==> src/rtl/instr_fetch_unit_pkg.sv <==
// Shared types and constants for the instruction fetch stage.
// Fetch buffer entries carry the PC alongside the instruction word.
package instr_fetch_unit_pkg;

    localparam int unsigned XLEN = 32;
    localparam logic [XLEN-1:0] RESET_VECTOR = 32'h0000_0000;
    localparam logic [XLEN-1:0] PC_STEP = 32'd4;

    typedef struct packed {
        logic [XLEN-1:0] pc;
        logic [XLEN-1:0] instr;
    } fetch_entry_t;

    function automatic logic [XLEN-1:0] align_pc(input logic [XLEN-1:0] pc);
        return pc & ~XLEN'(3);
    endfunction

endpackage

==> src/rtl/instr_fetch_unit_if.sv <==
// Fetch-stage bus: instruction memory read port, execute redirect and decode handshake.
// The master modport is the fetch unit's view; slave is the surrounding core/memory.
interface instr_fetch_unit_if
    import instr_fetch_unit_pkg::*;
#(
    parameter int unsigned ADDR_WIDTH = 10
);
    logic                  imem_rd_en;
    logic [ADDR_WIDTH-1:0] imem_addr;
    logic [XLEN-1:0]       imem_rdata;
    logic                  redirect_valid;
    logic [XLEN-1:0]       redirect_pc;
    logic                  if_valid;
    logic                  if_ready;
    logic [XLEN-1:0]       if_pc;
    logic [XLEN-1:0]       if_instr;

    modport master (
        output imem_rd_en, imem_addr, if_valid, if_pc, if_instr,
        input  imem_rdata, redirect_valid, redirect_pc, if_ready
    );

    modport slave (
        input  imem_rd_en, imem_addr, if_valid, if_pc, if_instr,
        output imem_rdata, redirect_valid, redirect_pc, if_ready
    );
endinterface

==> src/rtl/instr_fetch_unit_fetch_fifo.sv <==
// Synchronous FIFO of {pc, instr} entries with registered head and a flush port.
// The caller guarantees push is only raised when space exists (or a pop frees it).
module instr_fetch_unit_fetch_fifo
    import instr_fetch_unit_pkg::*;
#(
    parameter int unsigned DEPTH = 2
) (
    input  logic                       clk,
    input  logic                       reset,
    input  logic                       push,
    input  fetch_entry_t               push_data,
    input  logic                       pop,
    input  logic                       flush,
    output fetch_entry_t               head,
    output logic [$clog2(DEPTH+1)-1:0] count,
    output logic                       empty,
    output logic                       full
);
    localparam int unsigned PtrW = (DEPTH > 1) ? $clog2(DEPTH) : 1;
    localparam int unsigned CntW = $clog2(DEPTH + 1);

    fetch_entry_t    mem_q [DEPTH];
    logic [PtrW-1:0] rd_ptr_q, wr_ptr_q;
    logic [CntW-1:0] count_q, count_d;
    logic            do_pop;

    function automatic logic [PtrW-1:0] ptr_inc(input logic [PtrW-1:0] ptr);
        return (ptr == PtrW'(DEPTH - 1)) ? '0 : ptr + 1'b1;
    endfunction

    assign do_pop = pop && !empty;

    always_comb begin
        count_d = count_q;
        if (flush) begin
            count_d = '0;
        end else if (push && !do_pop) begin
            count_d = count_q + 1'b1;
        end else if (!push && do_pop) begin
            count_d = count_q - 1'b1;
        end
    end

    always_ff @(posedge clk or posedge reset) begin
        if (reset) begin
            rd_ptr_q <= '0;
            wr_ptr_q <= '0;
            count_q  <= '0;
        end else if (flush) begin
            rd_ptr_q <= '0;
            wr_ptr_q <= '0;
            count_q  <= '0;
        end else begin
            if (push)   wr_ptr_q <= ptr_inc(wr_ptr_q);
            if (do_pop) rd_ptr_q <= ptr_inc(rd_ptr_q);
            count_q <= count_d;
        end
    end

    always_ff @(posedge clk) begin
        if (push && !flush) mem_q[wr_ptr_q] <= push_data;
    end

    assign head  = mem_q[rd_ptr_q];
    assign count = count_q;
    assign empty = (count_q == '0);
    assign full  = (count_q == CntW'(DEPTH));

endmodule

==> src/rtl/instr_fetch_unit.sv <==
// Instruction fetch stage: keeps the fetch PC, issues credit-limited imem reads and
// buffers responses for decode; execute redirects flush the stage.
module instr_fetch_unit
    import instr_fetch_unit_pkg::*;
#(
    parameter logic [XLEN-1:0] RESET_PC   = RESET_VECTOR,
    parameter int unsigned     ADDR_WIDTH = 10,
    parameter int unsigned     FIFO_DEPTH = 2
) (
    input logic                clk,
    input logic                reset,
    instr_fetch_unit_if.master bus
);
    localparam int unsigned CntW = $clog2(FIFO_DEPTH + 1);

    logic [XLEN-1:0] fetch_pc_q, fetch_pc_d, req_pc_q;
    logic            inflight_q;
    logic            rd_en, pop, push, credit;
    logic [CntW:0]   occupancy;
    logic [CntW-1:0] fifo_count;
    logic            fifo_empty, fifo_full;
    fetch_entry_t    fifo_head, push_entry;

    assign pop = !fifo_empty && bus.if_ready;

    // A pop this cycle frees a slot before the outstanding response can land.
    always_comb begin
        occupancy = {1'b0, fifo_count} - {{CntW{1'b0}}, pop} + {{CntW{1'b0}}, inflight_q};
        credit    = occupancy < (CntW + 1)'(FIFO_DEPTH);
        rd_en     = !reset && !bus.redirect_valid && credit;
    end

    // A response arriving during a redirect belongs to the old path and is dropped.
    assign push       = inflight_q && !bus.redirect_valid && (!fifo_full || pop);
    assign push_entry = '{pc: req_pc_q, instr: bus.imem_rdata};

    always_comb begin
        fetch_pc_d = fetch_pc_q;
        if (bus.redirect_valid) begin
            fetch_pc_d = align_pc(bus.redirect_pc);
        end else if (rd_en) begin
            fetch_pc_d = fetch_pc_q + PC_STEP;
        end
    end

    always_ff @(posedge clk or posedge reset) begin
        if (reset) begin
            fetch_pc_q <= RESET_PC;
            req_pc_q   <= '0;
            inflight_q <= 1'b0;
        end else begin
            fetch_pc_q <= fetch_pc_d;
            inflight_q <= rd_en;
            if (rd_en) req_pc_q <= fetch_pc_q;
        end
    end

    instr_fetch_unit_fetch_fifo #(
        .DEPTH (FIFO_DEPTH)
    ) u_fetch_fifo (
        .clk       (clk),
        .reset     (reset),
        .push      (push),
        .push_data (push_entry),
        .pop       (pop),
        .flush     (bus.redirect_valid),
        .head      (fifo_head),
        .count     (fifo_count),
        .empty     (fifo_empty),
        .full      (fifo_full)
    );

    assign bus.imem_rd_en = rd_en;
    assign bus.imem_addr  = fetch_pc_q[ADDR_WIDTH+1:2];
    assign bus.if_valid   = !fifo_empty;
    assign bus.if_pc      = fifo_empty ? '0 : fifo_head.pc;
    assign bus.if_instr   = fifo_empty ? '0 : fifo_head.instr;

endmodule

==> src/flat_wrapper.sv <==
// flat-port wrapper written by rule: the top's interface ports become plain ports
module instr_fetch_unit_flat import instr_fetch_unit_pkg::*;
#(
    parameter logic [XLEN-1:0] RESET_PC   = RESET_VECTOR,
    parameter int unsigned     ADDR_WIDTH = 10,
    parameter int unsigned     FIFO_DEPTH = 2
)
  (clk, reset, bus_imem_rd_en, bus_imem_addr, bus_if_valid, bus_if_pc, bus_if_instr, bus_imem_rdata, bus_redirect_valid, bus_redirect_pc, bus_if_ready);
  instr_fetch_unit_if #(.ADDR_WIDTH(ADDR_WIDTH)) bus_i ();
  input logic clk;
  input logic reset;
  output wire logic [$bits(bus_i.imem_rd_en)-1:0] bus_imem_rd_en;
  output wire logic [$bits(bus_i.imem_addr)-1:0] bus_imem_addr;
  output wire logic [$bits(bus_i.if_valid)-1:0] bus_if_valid;
  output wire logic [$bits(bus_i.if_pc)-1:0] bus_if_pc;
  output wire logic [$bits(bus_i.if_instr)-1:0] bus_if_instr;
  input wire logic [$bits(bus_i.imem_rdata)-1:0] bus_imem_rdata;
  input wire logic [$bits(bus_i.redirect_valid)-1:0] bus_redirect_valid;
  input wire logic [$bits(bus_i.redirect_pc)-1:0] bus_redirect_pc;
  input wire logic [$bits(bus_i.if_ready)-1:0] bus_if_ready;
  assign bus_imem_rd_en = bus_i.imem_rd_en;
  assign bus_imem_addr = bus_i.imem_addr;
  assign bus_if_valid = bus_i.if_valid;
  assign bus_if_pc = bus_i.if_pc;
  assign bus_if_instr = bus_i.if_instr;
  assign bus_i.imem_rdata = bus_imem_rdata;
  assign bus_i.redirect_valid = bus_redirect_valid;
  assign bus_i.redirect_pc = bus_redirect_pc;
  assign bus_i.if_ready = bus_if_ready;
  instr_fetch_unit #(.RESET_PC(RESET_PC), .ADDR_WIDTH(ADDR_WIDTH), .FIFO_DEPTH(FIFO_DEPTH)) u_core (.clk(clk), .reset(reset), .bus(bus_i));
endmodule
==> config.mk <==
export PLATFORM = sky130hd
export DESIGN_NAME = instr_fetch_unit_flat
export DESIGN_NICKNAME = d
export VERILOG_FILES = /design/src/rtl/instr_fetch_unit_pkg.sv /design/src/rtl/instr_fetch_unit_if.sv /design/src/rtl/instr_fetch_unit_fetch_fifo.sv /design/src/rtl/instr_fetch_unit.sv /design/src/flat_wrapper.sv
export SDC_FILE = /design/constraint.sdc
export NUM_CORES = 1
export LEC_CHECK = 0
export ABC_CLOCK_PERIOD_IN_PS = 6870
export CORE_ASPECT_RATIO = 1.4
export CORE_MARGIN = 2
export CORE_UTILIZATION = 53
export DETAILED_ROUTE_END_ITERATION = 10
export PLACE_DENSITY_LB_ADDON = 0.3
export RECOVER_POWER = 25
export SETUP_SLACK_MARGIN = 0.3
export SYNTH_ARGS = -nofsm -noshare
export SYNTH_HDL_FRONTEND = slang
export SYNTH_SLANG_ARGS = --single-unit
export TNS_END_PERCENT = 20
==> constraint.sdc <==
create_clock -name clk -period 6.87 [get_ports clk]
set_input_delay 1.7175 -clock clk [delete_from_list [all_inputs] [get_ports clk]]
set_output_delay 1.7175 -clock clk [all_outputs]
set_load 0.005 [all_outputs]
* Word level (Yosys, flattened, before mapping) *
Memory sizes are Yosys's and may differ from the RTL's.
Index checks and enable logic that the tools add are counted.

cells by class
  add/sub/neg operators = 7
  multiply operators = 0
  div/mod/pow operators = 0
  $lt $le $gt $ge = 1
  equality and inequality tests = 1
  shifts and indexed selects = 0
  mux-type cells = 15
  bitwise operators = 0
  reduce and logical (&&, ||, !) cells = 21

operator list
  operator                                                                       number
  32-bit two-way mux                                                             4
  32-bit by 3-bit adder with 32-bit output (second input constant)               1
  1-bit logical AND                                                              9
  1-bit two-way mux                                                              8
  1-bit zero test                                                                6
  2-bit two-way mux                                                              3
  2-bit nonzero test                                                             3
  3-bit by 1-bit adder with 3-bit output                                         1
  3-bit by 2-bit less-than comparator with 1-bit output (second input constant)  1
  3-bit nonzero test                                                             1
  2-bit by 1-bit subtractor with 3-bit output                                    1
  1-bit adder (second input constant)                                            2
  2-bit by 1-bit adder with 2-bit output (second input constant)                 1
  2-bit equality test (second input constant)                                    1
  2-bit zero test                                                                1
  2-bit by 1-bit subtractor with 2-bit output (second input constant)            1
  1-bit logical OR                                                               1

storage, ports and cells
  register bits = 69
  latch bits = 0
  memory bits (writable) = 128
  memory bits (read-only) = 0
  input bits = 68
  output and inout port bits = 76
  word-level logic and storage cells = 52
  memories kept = 1

memories
  memory                     words  bits a word  rd ports  clocked after memory_dff  write ports  line                               source
  u_core.u_fetch_fifo.mem_q  2      64           1         0                         1            instr_fetch_unit_fetch_fifo.sv:22  fetch_entry_t mem_q [DEPTH];

* Depth between registers and ports, before layout *
Gate-level depths: netlist (run 1).

  depth after elaboration = 10
  gate-level depth with buffers = 14
  mapped depth without buffers = 12

* Cells and area by module *
From an unflattened synthesis (run 1), not the netlist that was laid out.

second synthesis, totals
  cell total of the unflattened synthesis = 647
  area total of the unflattened synthesis = 8415.6 um2

by module, submodules not included
  module                       times used  cells an instance  area each (um2)
  instr_fetch_unit_fetch_fifo  1           224                4870.9
  instr_fetch_unit             1           423                3544.6

* Least setup slack after synthesis (run 1) *
Ideal clock, no wire load.

  kind = input to register
  from = in bus_redirect_valid
  to = mem u_core.u_fetch_fifo.mem_q[1][0] (netlist bit), enable pin
  library setup time = 571 ps
  arrival = 6834 ps
  required time = 6299 ps
  slack = -535 ps
  stages = 4
  buffers on the path = 3
  cells stage by stage = clkbuf_1 -> clkbuf_1 -> buf_2 -> nor3b_1

on the way
  word-level cells in the longest chain between the ends = 6

ends and longest elaborated chain
  element                                    line                                                       source
  start, declared                            flat_wrapper.sv:18                                         input wire logic [$bits(bus_i.redirect_valid)-1:0] bus_redirect_valid;
  1-bit zero test *                          instr_fetch_unit_fetch_fifo.sv:61, instr_fetch_unit.sv:34
  1-bit logical AND (2 in series)            instr_fetch_unit.sv:34                                     assign push = inflight_q && !bus.redirect_valid && (!fifo_full || pop);
  1-bit logical AND *                        instr_fetch_unit_fetch_fifo.sv:61                          if (push && !flush) mem_q[wr_ptr_q] <= push_data;
  1-bit two-way mux *                        instr_fetch_unit_fetch_fifo.sv:61
  1-bit two-way mux (implied by the code) *  instr_fetch_unit_fetch_fifo.sv:61
  end, declared                              instr_fetch_unit_fetch_fifo.sv:22

Mark *: on every way between the ends. The rest lies on a longest branch, timed or not.

* Final worst setup path (run 1) *
  from = in bus_if_ready
  to = out bus_imem_rd_en

on the way
  word-level cells in the longest chain between the ends = 5

ends and longest elaborated chain
  element                                                line                    source
  start, declared                                        flat_wrapper.sv:20      input wire logic [$bits(bus_i.if_ready)-1:0] bus_if_ready;
  1-bit logical AND                                      instr_fetch_unit.sv:24  assign pop = !fifo_empty && bus.if_ready;
  2-bit by 1-bit subtractor with 3-bit output            instr_fetch_unit.sv:28  occupancy = {1'b0, fifo_count} - {{CntW{1'b0}}, pop} + {{CntW{1'b0}}, inflight_q};
  3-bit by 1-bit adder with 3-bit output                 instr_fetch_unit.sv:28
  3-bit by 2-bit less-than comparator with 1-bit output  instr_fetch_unit.sv:29  credit = occupancy < (CntW + 1)'(FIFO_DEPTH);
  1-bit logical AND                                      instr_fetch_unit.sv:30  rd_en = !reset && !bus.redirect_valid && credit;
  end, declared                                          flat_wrapper.sv:12      output wire logic [$bits(bus_i.imem_rd_en)-1:0] bus_imem_rd_en;

No other way between the ends.

==> results of run 1 <==
[flip-flops by register name (all words and copies together) (netlist names)]
name and flops:
u_core.req_pc_q 30, u_core.u_fetch_fifo.count 2, u_core.u_fetch_fifo.rd_ptr_q 1, u_core.fetch_pc_q 30, u_core.u_fetch_fifo.mem_q 124, u_core.inflight_q 1, u_core.u_fetch_fifo.wr_ptr_q 1
[cells by family (layout without fill, tap and decap cells)]
kind of cell / count (synthesis) / after routing / share of synthesized area, %
fa+ha+maj: 3 / 3 / 0.558
compound gates: 71 / 71 / 5.73
xor+xnor: 8 / 8 / 0.961
flops: 189 / 189 / 66.2
mux: 63 / 63 / 7.82
other cells: 1 / 2 / 0.0464
simple gates: 260 / 260 / 15.1
buf+inv: 53 / 186 / 3.58
[worst min-delay path by stage]
stage	to	cells after the start	slack, ns
after floorplan	u_core.u_fetch_fifo.mem_q[0][34]	0	0.44
after global placement	u_core.u_fetch_fifo.mem_q[0][48]	0	0.45
after detailed placement	u_core.u_fetch_fifo.mem_q[1][45]	0	0.45
after CTS	u_core.u_fetch_fifo.mem_q[0][45]	0	0.47
after global routing	u_core.u_fetch_fifo.mem_q[1][41]	0	0.49
final	u_core.u_fetch_fifo.mem_q[1][41]	0	0.47
[power groups by stage]
stage                     logic, mW  registers, mW  clock network (mW)
after floorplan               0.172           1.39                   0
after global routing          0.301           1.42               0.952
after global placement        0.264           1.42                   0
final                         0.271           1.41               0.884
after detailed placement      0.274           1.43                   0
after CTS                     0.278           1.41               0.904
[placed cells by master (no fill, tap or decap), types with 2 or more instances in the layout]
cell type / n
a21oi_1: 9
a221o_1: 3
a22oi_1: 6
a32oi_1: 2
and2_1: 5
and3_1: 6
and4_1: 6
and4_2: 2
buf_4: 7
clkbuf_16: 17
clkdlybuf4s50_1: 113
clkinv_4: 3
clkinvlp_4: 3
conb_1: 2
dfrtp_1: 64
dlygate4sd3_1: 26
edfxtp_1: 124
ha_1: 2
inv_1: 7
inv_6: 6
mux2i_1: 62
nand2_1: 118
nand2b_1: 4
nand3_1: 10
nand3b_1: 3
nand4_1: 6
nand4_2: 2
nor2_1: 69
nor2b_1: 8
nor3_1: 6
o211ai_1: 5
o21ai_0: 24
o21ai_1: 6
o311ai_0: 6
o311ai_1: 2
o31a_1: 3
or3_1: 2
xnor2_1: 6
[routing by layer]
metal / vias to the layer above / part of all wire [%] / wire, um
met2: 193 / 52 / 8360
met3: 24 / 5.8 / 935
met4: 0 / 1.9 / 315
met1: 2586 / 41 / 6620
met5: - / 0 / 0
li1: 2556 / - / -
[final cells by class]
| class | count | area share, % |
|---|---|---|
| Sequential cell | 189 | 53.2 |
| Multi-Input combinational cell | 407 | 24.5 |
| Timing Repair Buffer | 146 | 14.3 |
| Clock buffer | 18 | 4.26 |
| Tap cell | 192 | 2.39 |
| Clock inverter | 14 | 1.09 |
| Inverter | 8 | 0.298 |
[worst max-delay path, cell delays in order]
cell and delay [ns]:
clkdlybuf4s50_1 0.56, and2_1 0.21, ha_1 0.24, nand2b_1 0.16, fa_1 0.49, nor3b_2 0.28, nand2_2 0.11, inv_2 0.09
clkdlybuf4s50_1 0.50
[stage by stage]
step,hold WS (ns),setup slack (ns),setup TNS (ns),cell area [um2],power (mW)
after floorplan,0.442,-0.239,-14.80,8090,1.57
after global placement,0.451,0.831,0,9530,1.68
after detailed placement,0.452,0.803,0,9530,1.70
after CTS,0.467,0.774,0,10100,2.59
after global routing,0.488,0.632,0,10100,2.67
final,0.467,0.790,0,10100,2.56
==> flow_summary.json, run 1 <==
{
  "multi_input_area_mm2": 0.00246,
  "async_flop_share_pct": 34.4,
  "seqPwrFrac_pct": 54.9,
  "fill_cells": 1173,
  "synth_edf_count": 124,
  "drtIter0Drc": 365,
  "synth_most_common_cell": "edfxtp_1",
  "dieHeight_um": 150,
  "post-dp-hpwl_mm": 10.6,
  "drive_above_1_share_pct": 6.91,
  "synthTopCellsByArea": "edfxtp_1 (46%), dfrtp_1 (20%), mux2i_1 (7.7%)",
  "ys_ff_latch": 189,
  "grt.busiest_layer": "met2",
  "end_kind": "output pin",
  "drc": 0,
  "relSlewSlack_pct": 27.8,
  "layout.area.seq_mm2": 0.00535,
  "htreeDepth": 4,
  "use_met3_pct": 4.27,
  "ctsLongestPathBuffers": 2,
  "grt_first_pass_wirelength_mm": 25.6,
  "yosys.cell_types.count": 55,
  "dieArea_mm2": 0.0163,
  "clock_sinks": 189,
  "gr-usage-met2_pct": 34.2,
  "final_hold_viol_count": 0,
  "setup_viol_count_final": 0,
  "ir_drop_v": 0.000183,
  "viasPerCell": 5.50,
  "gp_congestion": 0.850,
  "run_status": "completed",
  "core-area_mm2": 0.0150,
  "ios": 144,
  "setup.worst_path.start": "bus_if_ready",
  "grt_max_degree": 64,
  "syn-cell-area_mm2": 0.00808,
  "r2r_slack_ns": 3.24,
  "dr.pass1.iters": 5,
  "die_w_um": 108,
  "grt_use_total_pct": 20.3,
  "p_sw_uw": 629,
  "worst_pin_slew_ns": 1.08,
  "max_freq_ghz": 0.164,
  "synth_ff_type": "edfxtp_1",
  "post-cts-setup-buffer-count": 0,
  "synth_top_area_cell": "edfxtp_1",
  "wirelength_mm": 16.2,
  "finalCriticalPeriod_ns": 6.08,
  "p_int_mw": 1.93,
  "rr_endpoint": "u_core.fetch_pc_q[10]",
  "cp_data_required_time_ns": 5.15,
  "cts_hold_buf": 0,
  "min_path_type": "register to register",
  "synth.avg_cell_area_um2": 12.5,
  "netlist_top_cells_count": "edfxtp_1 (124), nand2_1 (118), nor2_1 (70)",
  "post-route-period-util_pct": 88.5,
  "grt_overflow": 0,
  "critPathCapture": "bus_imem_rd_en",
  "swShare_pct": 24.6,
  "initial_utilization_pct": 53.9,
  "fp-row-count": 53,
  "cp-start-kind": "input pin",
  "crit_type": "input pin to output pin",
  "numCtsBuffers": 17,
  "insertion_delay_ns": 0.41,
  "powerDensity_mw_per_mm2": 254,
  "rr_startpoint": "u_core.u_fetch_fifo.count[1]",
  "met1_usage_pct": 25.8,
  "finalNetCount": 840,
  "wl_per_cell_um": 16.7,
  "num_vias": 5359,
  "synth_top_area_share_pct": 46.1,
  "total_leakage_power_nw": 3.69,
  "path_max_fanout": 6,
  "cts_tree": "yes",
  "place_inst": 942,
  "ys_seq_area_share_pct": 66.2,
  "reg2regPathDepth": 13,
  "diodes": 0,
  "area_growth_pct": 24.7,
  "finalNonFillerCells": 974,
  "utilization_pct": 67.2,
  "ys_warn_count": 0,
  "hp-start": "u_core.req_pc_q[9]",
  "grt_setup_unrepaired": "no",
  "clk_pin_slew_ns": 0.07,
  "cts_root_buf": "clkbuf_16",
  "io_buffers": 139,
  "max_cap_viol_count": 0,
  "finalClockSkew_ns": 0.00846,
  "ant_nets": 0,
  "antenna_found_initial": 0,
  "cts-resized-gates": 0,
  "clockPowerShare_pct": 34.5,
  "slew_violations": 0,
  "grt_pass1_vias": 5252,
  "arrival_ns": 4.36,
  "syn_inst": 648,
  "combPwrFrac_pct": 10.6
}
Note: power is estimated with default switching activity, not from simulation.
==> run 2: changes to the inputs <==
ABC_CLOCK_PERIOD_IN_PS = 5100   (was 6870)
CORE_UTILIZATION = 48   (was 53)
PLACE_DENSITY = 0.8   (was default)
PLACE_DENSITY_LB_ADDON = default   (was 0.3)
SLEW_MARGIN = 20   (was default)
clock period = 5.1 ns   (was 6.87 ns; I/O delays follow)
==> run 2 against run 1 <==
  * Power increased by 41%
  * Die area rose by 10%
  * Combinational power is 37% higher
  * Non-clock buffer count up 4
  * Sequential share of layout area is 0.72 points lower
  * Critical path depth is the same
  * Sequential cell count unchanged
  * Via count up 2.1%
  * Critical path type unchanged
  * Largest power group unchanged
==> flow_summary.json, run 2 (synthesized netlist as in run 1, its figures left out) <==
{
  "run_status": "completed",
  "cp-start-kind": "input pin",
  "power_mw": 3.61,
  "post-dp-hpwl_mm": 11.0,
  "num_vias": 5473,
  "path_buf_inv": 3,
  "cp_data_required_time_ns": 3.83,
  "fill_cells": 1302,
  "die_w_um": 114,
  "ir_drop_v": 0.000220,
  "clk_pin_slew_ns": 0.07,
  "grt_first_pass_wirelength_mm": 27.4,
  "insertion_delay_ns": 0.42,
  "dr.pass1.iters": 5,
  "clock_sinks": 189,
  "ant_nets": 0,
  "setup_viol_count_final": 0,
  "worst_pin_slew_ns": 1.09,
  "grt_setup_unrepaired": "no",
  "grt_use_total_pct": 19.3,
  "top_regs": "u_core.u_fetch_fifo.mem_q: 124 flops, u_core.fetch_pc_q: 30 flops, u_core.req_pc_q: 30 flops",
  "drc": 0,
  "viasPerCell": 5.53,
  "post-route-period-util_pct": 89.7,
  "ctsLongestPathBuffers": 2,
  "htreeDepth": 4,
  "max_cap_viol_count": 0,
  "critPathMaxStageDelay_ns": 0.52,
  "slew_violations": 0,
  "finalClockSkew_ns": 0.00898,
  "total_leakage_power_nw": 3.77,
  "path_cells": "dlygate4sd2_1 > and2_4 > ha_1 > nand2b_1 > fa_1 > nor3b_4 > nand2_2 > inv_2 > dlygate4sd2_1",
  "dieArea_mm2": 0.0179,
  "hold_slack_ns": 0.477,
  "cts_tree": "yes",
  "top_register": "u_core.u_fetch_fifo.mem_q",
  "io_buffers": 139,
  "grt_overflow": 0,
  "largest_register_ffs": 124,
  "grt_pass1_vias": 5490,
  "max_freq_ghz": 0.219,
  "cts_root_buf": "clkbuf_16",
  "area_growth_pct": 26.4,
  "wirelength_mm": 16.8,
  "fin_tns_setup_ns": 0,
  "layout.area.seq_mm2": 0.00535,
  "antenna_found_initial": 0,
  "final_area_mm2": 0.0102,
  "place_ws_ns": 0.0529,
  "drive_above_1_share_pct": 7.89,
  "setup_ws_ns": 0.524,
  "wl_per_cell_um": 17.0,
  "numCtsBuffers": 17,
  "arrival_ns": 3.30,
  "initial_utilization_pct": 48.6,
  "powerDensity_mw_per_mm2": 354,
  "relSlewSlack_pct": 27.5,
  "cp_slowest_cell": "fa_1",
  "drtIter0Drc": 469,
  "final_common_cell": "edfxtp_1",
  "placed_area_mm2": 0.00957,
  "layout_common_cells": "edfxtp_1 (124), nand2_1 (118), clkdlybuf4s50_1 (110), nor2_1 (69), dfrtp_1 (64)",
  "critical-path-top-delay-family": "adder cells",
  "dieHeight_um": 157,
  "ios": 144,
  "multi_input_area_mm2": 0.00247,
  "final_hold_viol_count": 0,
  "gp_congestion": 0.795,
  "grt_max_degree": 64,
  "finalCriticalPeriod_ns": 4.58,
  "core-area_mm2": 0.0166,
  "path_max_fanout": 2,
  "crit_path_frequent_cell": "dlygate4sd2_1",
  "min_path_type": "register to register",
  "diodes": 0,
  "fp-row-count": 56,
  "crit_type": "input pin to output pin",
  "end_kind": "output pin",
  "finalNetCount": 844
}
run 2: timing repair:
item,in CTS,in global routing
resized for setup,4,0
setup buffers,1,0
setup endpoints to repair,1,0
hold buffers,0,0
run 2: where the power goes:
| part | internal, mW | switching (mW) |
|---|---|---|
| combinational | 0.192 | 0.181 |
| clock | 0.728 | 0.618 |
| sequential | 1.78 | 0.117 |
run 2: worst register-to-register path, stage by stage (launching register included):
cell      delay, ns
dfrtp_1        0.53
nor2_4         0.18
inv_1          0.09
and2_4         0.17
ha_1           0.28
nand2b_1       0.17
fa_1           0.52
nor3b_4        0.22
nand2_2        0.09
inv_2          0.08
buf_4          0.39
nor2_2         0.26
a21o_1         0.22
a221o_1        0.28
run 2: per-stage QoR:
stage | utilization (%) | cells
6_report | 61.5 | 989
5_1_grt | 61.5 | 989
4_1_cts | 61.5 | 989
3_5_place_dp | 57.6 | 956
3_3_place_gp | 57.6 | 956
2_1_floorplan | - | 649
run 2: worst paths after layout:
kind,slack (ns),cells after the start,from,end
hold reg to reg,0.48,0,u_core.req_pc_q[14],u_core.u_fetch_fifo.mem_q[1][46]
min in group asynchronous,1.36,2,reset,u_core.req_pc_q[10]
hold / removal,0.48,0,u_core.req_pc_q[14],u_core.u_fetch_fifo.mem_q[1][46]
setup reg to reg,1.51,13,u_core.u_fetch_fifo.count[1],u_core.fetch_pc_q[10]
setup / recovery,0.52,9,bus_if_ready,bus_imem_rd_en
max in group asynchronous,2.84,3,reset,u_core.req_pc_q[23]
run 2: metal layers:
layer	track usage (%)	routed length, um
met5	0	0
met4	7.14	268
met3	2.89	753
met2	34.4	8920
met1	23.8	6900
run 2: final cells by class:
class	count	area share (%)
repair buffers	150	14.4
flip-flops and latches	189	52.4
clock inverters	12	1.35
well taps	203	2.49
multi-input cells	407	24.2
inverters	8	0.294
clock buffers	20	4.79
